[src/rtl/prga.sv]
// RC4 keystream decryptor (PRGA): reads a length-prefixed ciphertext,
// evolves the pre-permuted S array and writes the plaintext.
module prga (
    input  logic       clk,
    input  logic       reset,
    input  logic       en,
    output logic       rdy,
    output logic [7:0] s_addr,
    output logic [7:0] s_wrdata,
    input  logic [7:0] s_rddata,
    output logic       s_wren,
    output logic [7:0] ct_addr,
    input  logic [7:0] ct_rddata,
    output logic [7:0] pt_addr,
    output logic [7:0] pt_wrdata,
    output logic       pt_wren
);

    typedef enum logic [3:0] {
        IDLE, LEN_RD, LEN_WAIT, LEN_WR,
        SI_RD, SI_WAIT, SJ_RD, SJ_WAIT,
        WR_I, WR_J, PAD_RD, PAD_WAIT, PT_WR
    } state_t;

    state_t     state, state_nx;
    logic [7:0] i, j, len, si, sj;
    logic [8:0] k;
    logic [7:0] i_inc;
    logic       s_we, pt_we;

    logic [7:0] s_addr_q, s_wrdata_q, ct_addr_q, pt_addr_q, pt_wrdata_q;

    assign i_inc = i + 8'd1;

    always_ff @(posedge clk) begin
        if (reset) begin
            state       <= IDLE;
            i           <= 8'd0;
            j           <= 8'd0;
            k           <= 9'd0;
            len         <= 8'd0;
            si          <= 8'd0;
            sj          <= 8'd0;
            s_addr_q    <= 8'd0;
            s_wrdata_q  <= 8'd0;
            ct_addr_q   <= 8'd0;
            pt_addr_q   <= 8'd0;
            pt_wrdata_q <= 8'd0;
        end else begin
            state       <= state_nx;
            s_addr_q    <= s_addr;
            s_wrdata_q  <= s_wrdata;
            ct_addr_q   <= ct_addr;
            pt_addr_q   <= pt_addr;
            pt_wrdata_q <= pt_wrdata;
            case (state)
                IDLE: begin
                    if (en) begin
                        i <= 8'd0;
                        j <= 8'd0;
                        k <= 9'd0;
                    end
                end
                LEN_WR: begin
                    len <= ct_rddata;
                    if (ct_rddata != 8'd0)
                        k <= 9'd1;
                end
                SI_RD: i <= i_inc;
                SI_WAIT: begin
                    si <= s_rddata;
                    j  <= j + s_rddata;
                end
                SJ_WAIT: sj <= s_rddata;
                PT_WR: begin
                    if (k != {1'b0, len})
                        k <= k + 9'd1;
                end
                default: ;
            endcase
        end
    end

    // Outputs not driven by the current state replay their held value.
    always_comb begin
        state_nx  = state;
        rdy       = 1'b0;
        s_we      = 1'b0;
        pt_we     = 1'b0;
        s_addr    = s_addr_q;
        s_wrdata  = s_wrdata_q;
        ct_addr   = ct_addr_q;
        pt_addr   = pt_addr_q;
        pt_wrdata = pt_wrdata_q;
        case (state)
            IDLE: begin
                rdy = 1'b1;
                if (en)
                    state_nx = LEN_RD;
            end
            LEN_RD: begin
                ct_addr  = 8'd0;
                state_nx = LEN_WAIT;
            end
            LEN_WAIT: state_nx = LEN_WR;
            LEN_WR: begin
                pt_addr   = 8'd0;
                pt_wrdata = ct_rddata;
                pt_we     = 1'b1;
                state_nx  = (ct_rddata == 8'd0) ? IDLE : SI_RD;
            end
            SI_RD: begin
                s_addr   = i_inc;
                state_nx = SI_WAIT;
            end
            SI_WAIT: state_nx = SJ_RD;
            SJ_RD: begin
                s_addr   = j;
                state_nx = SJ_WAIT;
            end
            SJ_WAIT: state_nx = WR_I;
            WR_I: begin
                s_addr   = i;
                s_wrdata = sj;
                s_we     = 1'b1;
                state_nx = WR_J;
            end
            WR_J: begin
                s_addr   = j;
                s_wrdata = si;
                s_we     = 1'b1;
                state_nx = PAD_RD;
            end
            PAD_RD: begin
                s_addr   = si + sj;
                ct_addr  = k[7:0];
                state_nx = PAD_WAIT;
            end
            PAD_WAIT: state_nx = PT_WR;
            PT_WR: begin
                pt_addr   = k[7:0];
                pt_wrdata = s_rddata ^ ct_rddata;
                pt_we     = 1'b1;
                state_nx  = (k == {1'b0, len}) ? IDLE : SI_RD;
            end
            default: state_nx = IDLE;
        endcase
    end

    // A reset cycle must not let the aborted state commit a write.
    assign s_wren  = s_we & ~reset;
    assign pt_wren = pt_we & ~reset;

endmodule
[config.mk]
export PLATFORM = sky130hd
export DESIGN_NAME = prga
export DESIGN_NICKNAME = d
export VERILOG_FILES = /design/src/rtl/prga.sv
export SDC_FILE = /design/constraint.sdc
export NUM_CORES = 1
export LEC_CHECK = 0
export ABC_AREA = 1
export CAP_MARGIN = 20
export CORE_MARGIN = 5
export CORE_UTILIZATION = 52
export CTS_BUF_LIST = sky130_fd_sc_hd__clkbuf_8
export CTS_CLUSTER_DIAMETER = 100
export DETAILED_ROUTE_END_ITERATION = 7
export PLACE_DENSITY = 0.83
export SLEW_MARGIN = 25
export SYNTH_ARGS = -nofsm -noshare
export SYNTH_HDL_FRONTEND = slang
export SYNTH_SLANG_ARGS = --single-unit
[constraint.sdc]
create_clock -name clk -period 1.7 [get_ports clk]
set_input_delay 0.255 -clock clk [delete_from_list [all_inputs] [get_ports clk]]
set_output_delay 0.255 -clock clk [all_outputs]
set_load 0.01 [all_outputs]
==> flow_metrics.tcl, run 1 <==
set metrics [dict create \
    num_rows 35 \
    grt_max_degree 39 \
    outcome "stopped before the end" \
    synth_edf_count 0 \
    ios 62 \
    stop_error "[ERROR DPL-0038] Utilization greater than 100%, impossible to legalize" \
    cts_hold_buf 0 \
    synthFlopType "dfxtp_1" \
    syn_area_per_cell_um2 6.64 \
    dieHeight_um 108 \
    initial_core_util 0.537 \
    haltStage "global routing (5_1_grt)" \
    synth_cells 754 \
    synth-seq-cells 93 \
    syn_area_mm2 0.00501 \
    routabilityCongestion 0.926 \
    synth_nets 791 \
    dp_hpwl_um 11500 \
    yosys_warnings 0 \
    async_flop_share 0 \
    seq_area_frac_synth 0.372 \
    cts.sinks 93 \
    synth.distinct_cells 39 \
    worstEpCategory "primary output" \
    cts_htree_levels 3 \
    worstEndpointGrtRepair "s_addr[6]" \
    cts_root_buf "clkbuf_8" \
    cts_buffer_depth 2 \
    port_buffers 61 \
    dpl-instance-area_mm2 0.00671 \
    dieWidth_um 108 \
    numCtsBuffers 9 \
]
per-stage QoR:
stage          worst slack, ns  instances  hold WS, ns  utilization
2_1_floorplan           0.0139        754        0.390            -
3_3_place_gp            -0.512       1054        0.453        0.719
3_5_place_dp            -0.524       1054        0.470        0.719
4_1_cts                 -0.555       1135        0.252        0.872
Yosys cell counts, types with 2 or more instances:
cell type / number / area share
nor2_4: 3 / 0.0067
inv_1: 102 / 0.076
nand2_2: 4 / 0.0050
clkbuf_1: 11 / 0.0082
a21oi_1: 54 / 0.054
ha_1: 16 / 0.040
or2_2: 4 / 0.0050
xor2_1: 13 / 0.023
a22oi_1: 3 / 0.0045
dfxtp_1: 93 / 0.37
buf_1: 2 / 0.0015
o21ai_0: 28 / 0.028
nor2_1: 98 / 0.073
nand2_4: 2 / 0.0045
xnor2_1: 2 / 0.0035
nand2_1: 199 / 0.15
inv_2: 5 / 0.0037
nor3b_1: 2 / 0.0030
o22ai_1: 15 / 0.019
buf_2: 3 / 0.0030
nand4_1: 7 / 0.0087
a21boi_0: 2 / 0.0030
nand3_1: 51 / 0.051
o21bai_1: 2 / 0.0030
nor2_2: 6 / 0.0075
nor3_1: 5 / 0.0050
a31oi_1: 9 / 0.011
fa_1: 2 / 0.0080
kinds of logic after synthesis:
family	synth area share
simple gates	0.327
buf+inv	0.0962
fa+ha+maj	0.0480
xor+xnor	0.0262
compound gates	0.131
flops	0.372
what timing repair did:
| action | CTS |
|---|---|
| setup buffers | 63 |
| cloned | 4 |
| resized for setup | 394 |
| pin swaps | 50 |
| endpoints found under the setup margin | 58 |
==> run 2: changes to the inputs <==
--- a/config.mk
+++ b/config.mk
@@ -8,11 +8,9 @@
 export ABC_AREA = 1
 export CAP_MARGIN = 20
 export CORE_MARGIN = 5
-export CORE_UTILIZATION = 52
-export CTS_BUF_LIST = sky130_fd_sc_hd__clkbuf_8
-export CTS_CLUSTER_DIAMETER = 100
+export CORE_UTILIZATION = 40
 export DETAILED_ROUTE_END_ITERATION = 7
-export PLACE_DENSITY = 0.83
+export PLACE_DENSITY_LB_ADDON = 0.15
 export SLEW_MARGIN = 25
 export SYNTH_ARGS = -nofsm -noshare
 export SYNTH_HDL_FRONTEND = slang
==> constraint.sdc (replaced) <==
create_clock -name clk -period 2.21 [get_ports clk]
set_input_delay 0.3315 -clock clk [delete_from_list [all_inputs] [get_ports clk]]
set_output_delay 0.3315 -clock clk [all_outputs]
set_load 0.01 [all_outputs]
==> run 2 against run 1 <==
The flow now finishes, with violations (negative setup slack); synthesized area did not move; synthesized cell count stayed put.
==> flow_metrics.tcl, run 2 <==
set metrics [dict create \
    outcome "finished, violations left" \
    violations "negative setup slack" \
    drt-pass1-iter-count 5 \
    hold_viol 0 \
    hold_depth 2 \
    synthFlopType "dfxtp_1" \
    design_area_mm2 0.00703 \
    antenna_found_initial 0 \
    critPathMaxFanout 3 \
    slew_headroom 0.479 \
    period_share 1.03 \
    synth_xor_xnor_area_share 0.0262 \
    synth-seq-cells 93 \
    grt_pass1_wl_um 24400 \
    syn_area_mm2 0.00501 \
    cts_root_buf "clkbuf_16" \
    synth.distinct_cells 39 \
    cts.sinks 93 \
    final_util 0.578 \
    grt_pass1_vias 4885 \
    routed.top_layer "met4" \
    final_antenna_net_count 0 \
    finClkSkew_ns 0.00602 \
    wl_um 15300 \
    layout_common_cells "nand2_1, inv_1, nor2_1" \
    final_common_cell "nand2_1" \
    numCtsBuffers 9 \
    rr_startpoint "si[4]" \
    ir_drop_v 0.000402 \
    synth_edf_count 0 \
    num_rows 40 \
    cts_htree_levels 3 \
    grt_max_degree 27 \
    end_kind "output pin" \
    async_flop_share 0 \
    power.share.sequential 0.428 \
    synth_nets 791 \
    largest_reg_flops 9 \
    setup_violations 2 \
    reg2reg_depth 17 \
    numPlacedInstances 1039 \
    switching_share 0.269 \
    drc 0 \
    synth_compound_area_frac 0.131 \
    combPwrFrac 0.166 \
    dpl-instance-area_mm2 0.00632 \
    layout.nets 933 \
    wl_per_cell_um 14.3 \
    path_clk_slew_ns 0.07 \
    worstMarginPinSlew_ns 0.780 \
    path_class "flip-flop to output pin" \
    netlist.area_leader.share 0.372 \
    initial_core_util 0.412 \
    hold_path.class "input pin to flip-flop" \
    synth_top_family_by_area "simple AND/OR/NAND/NOR gates" \
    core-area_mm2 0.0122 \
    synth_top_cells_by_count "nand2_1, inv_1, nor2_1" \
    via_per_inst 4.96 \
    routabilityCongestion 0.910 \
    regMostFlops "k" \
    wl_met1_um 7220 \
    leakagePower_nw 3.31 \
    cp.required_ns 1.88 \
    hp-start "reset" \
    clock_latency_ns 0.35 \
    fmax_mhz 439 \
    synthAdderAreaFrac 0.0480 \
    dp_slack_ns -0.257 \
    vias 5298 \
    synthSimpleGateAreaFrac 0.327 \
    num-fill-cells 1146 \
    syn_area_per_cell_um2 6.64 \
    dieArea_mm2 0.0149 \
    area_growth_pct 40.4 \
    dp_hpwl_um 11100 \
    synth_cells 754 \
    port_buffers 61 \
    internal_power_mw 2.99 \
    drive_above_1_share 0.281 \
    powerDensity_mw_per_mm2 582 \
    dr_wl_met3_um 661 \
    worstPathArrival_ns 1.94 \
    dieWidth_um 122 \
    timing.rr.end "s_addr_q[5]" \
    muxShareOfSynthArea 0 \
    dieHeight_um 122 \
    period_needed_ns 2.28 \
    synth_most_common_cell "nand2_1" \
    yosys_warnings 0 \
    drv_slew 0 \
    grt_use_total 0.207 \
    cts_buffer_depth 2 \
    p_switching_mw 1.10 \
    wl_met2_um 7210 \
    cp-start-kind "flip-flop" \
    hold-path-endpoint "ct_addr_q[0]" \
    fin_cells 1069 \
    num_antenna_cells 0 \
    dr.first_iter.drc_count 379 \
    pwr-share-clk 0.405 \
    maxCapViolCount 0 \
    regToRegSetupSlack_ns 0.07 \
    synthTopCellsByArea "dfxtp_1, nand2_1, inv_1" \
    synth.largest_area_cell "dfxtp_1" \
    overflow 0 \
    ios 62 \
    cts_tree "done" \
    rsz0062_at_grt "true" \
    seq_area_frac_synth 0.372 \
    setup_ws_ns -0.0661 \
    cts_hold_buf 0 \
]
## run 2: cell counts after synthesis
Identical to the previous run, type by type.
## run 2: cell type report
class	count	area, um^2	share of cell area
clock buffers	9	225	0.0320
clock inverters	7	90.1	0.0128
inverters	108	415	0.0591
multi-input cells	535	3030	0.431
flip-flops and latches	93	1900	0.270
well taps	168	210	0.0299
repair buffers	149	1160	0.165
## run 2: timing repair
item / 4_1_cts / 5_1_grt
buffers inserted: 9 / 6
resized for setup: 136 / 102
pin swaps: 29 / 30
setup endpoints to repair: 42 / 41
## run 2: stage by stage
step	hold WS, ns	power, mW	TNS (ns)
finish	0.330	4.09	-0.107
CTS	0.325	4.09	-0.253
detailed placement	0.454	2.38	-0.760
floorplan	0.440	2.11	0
global placement	0.451	2.37	-0.597
global route	0.333	4.27	-0.495
## run 2: worst max path at each step
| stage | startpoint | end | cells after the start |
|---|---|---|---|
| after detailed placement | si[0] | s_addr[4] | 9 |
| after floorplan | si[0] | s_addr[4] | 8 |
| after CTS | sj[0] | s_addr[4] | 9 |
| after global routing | si[0] | s_addr[4] | 9 |
| after global placement | si[0] | s_addr[4] | 9 |
| final | si[0] | s_addr[4] | 9 |
## run 2: layer usage
layer  global-route usage  up-vias
li1                     -     2682
met1                0.277     2484
met4               0.0728        0
met3               0.0306       18
met5                    0        -
met2                0.340      114
## run 2: cells by family (layout without fill, tap and decap cells)
family                   Yosys count  in the layout
AO/OA/AOI/OAI                    118            118
XOR/XNOR                          15             15
adder cells (fa/ha/maj)           18             18
buffers and inverters            126            273
flip-flops                        93             93
AND/OR/NAND/NOR                  384            384
## run 2: power groups by stage
stage	Clock (mW)	Sequential (mW)	Combinational, mW
after floorplan	0	1.78	0.333
after global placement	0	1.78	0.592
after detailed placement	0	1.78	0.598
after CTS	1.70	1.75	0.639
after global routing	1.77	1.76	0.740
final	1.66	1.75	0.681
## run 2: critical path: stages, from the launching register on
cell and delay [ns]:
dfxtp_2 0.34, ha_4 0.16, fa_2 0.38, nand3_2 0.10
nand2_2 0.06, o21ai_2 0.13, nand2_2 0.10, nor3_4 0.14
inv_1 0.05, buf_2 0.13
No activity file was read; power rests on OpenSTA's default activity.
==> run 3: changes to the inputs <==
--- a/config.mk
+++ b/config.mk
@@ -9,6 +9,7 @@
 export CAP_MARGIN = 20
 export CORE_MARGIN = 5
 export CORE_UTILIZATION = 40
+export CTS_CLUSTER_DIAMETER = 60
 export DETAILED_ROUTE_END_ITERATION = 7
 export PLACE_DENSITY_LB_ADDON = 0.15
 export SLEW_MARGIN = 25
==> results of run 3 <==
The final DEF is identical to that of run 2; final timing and power are the same.
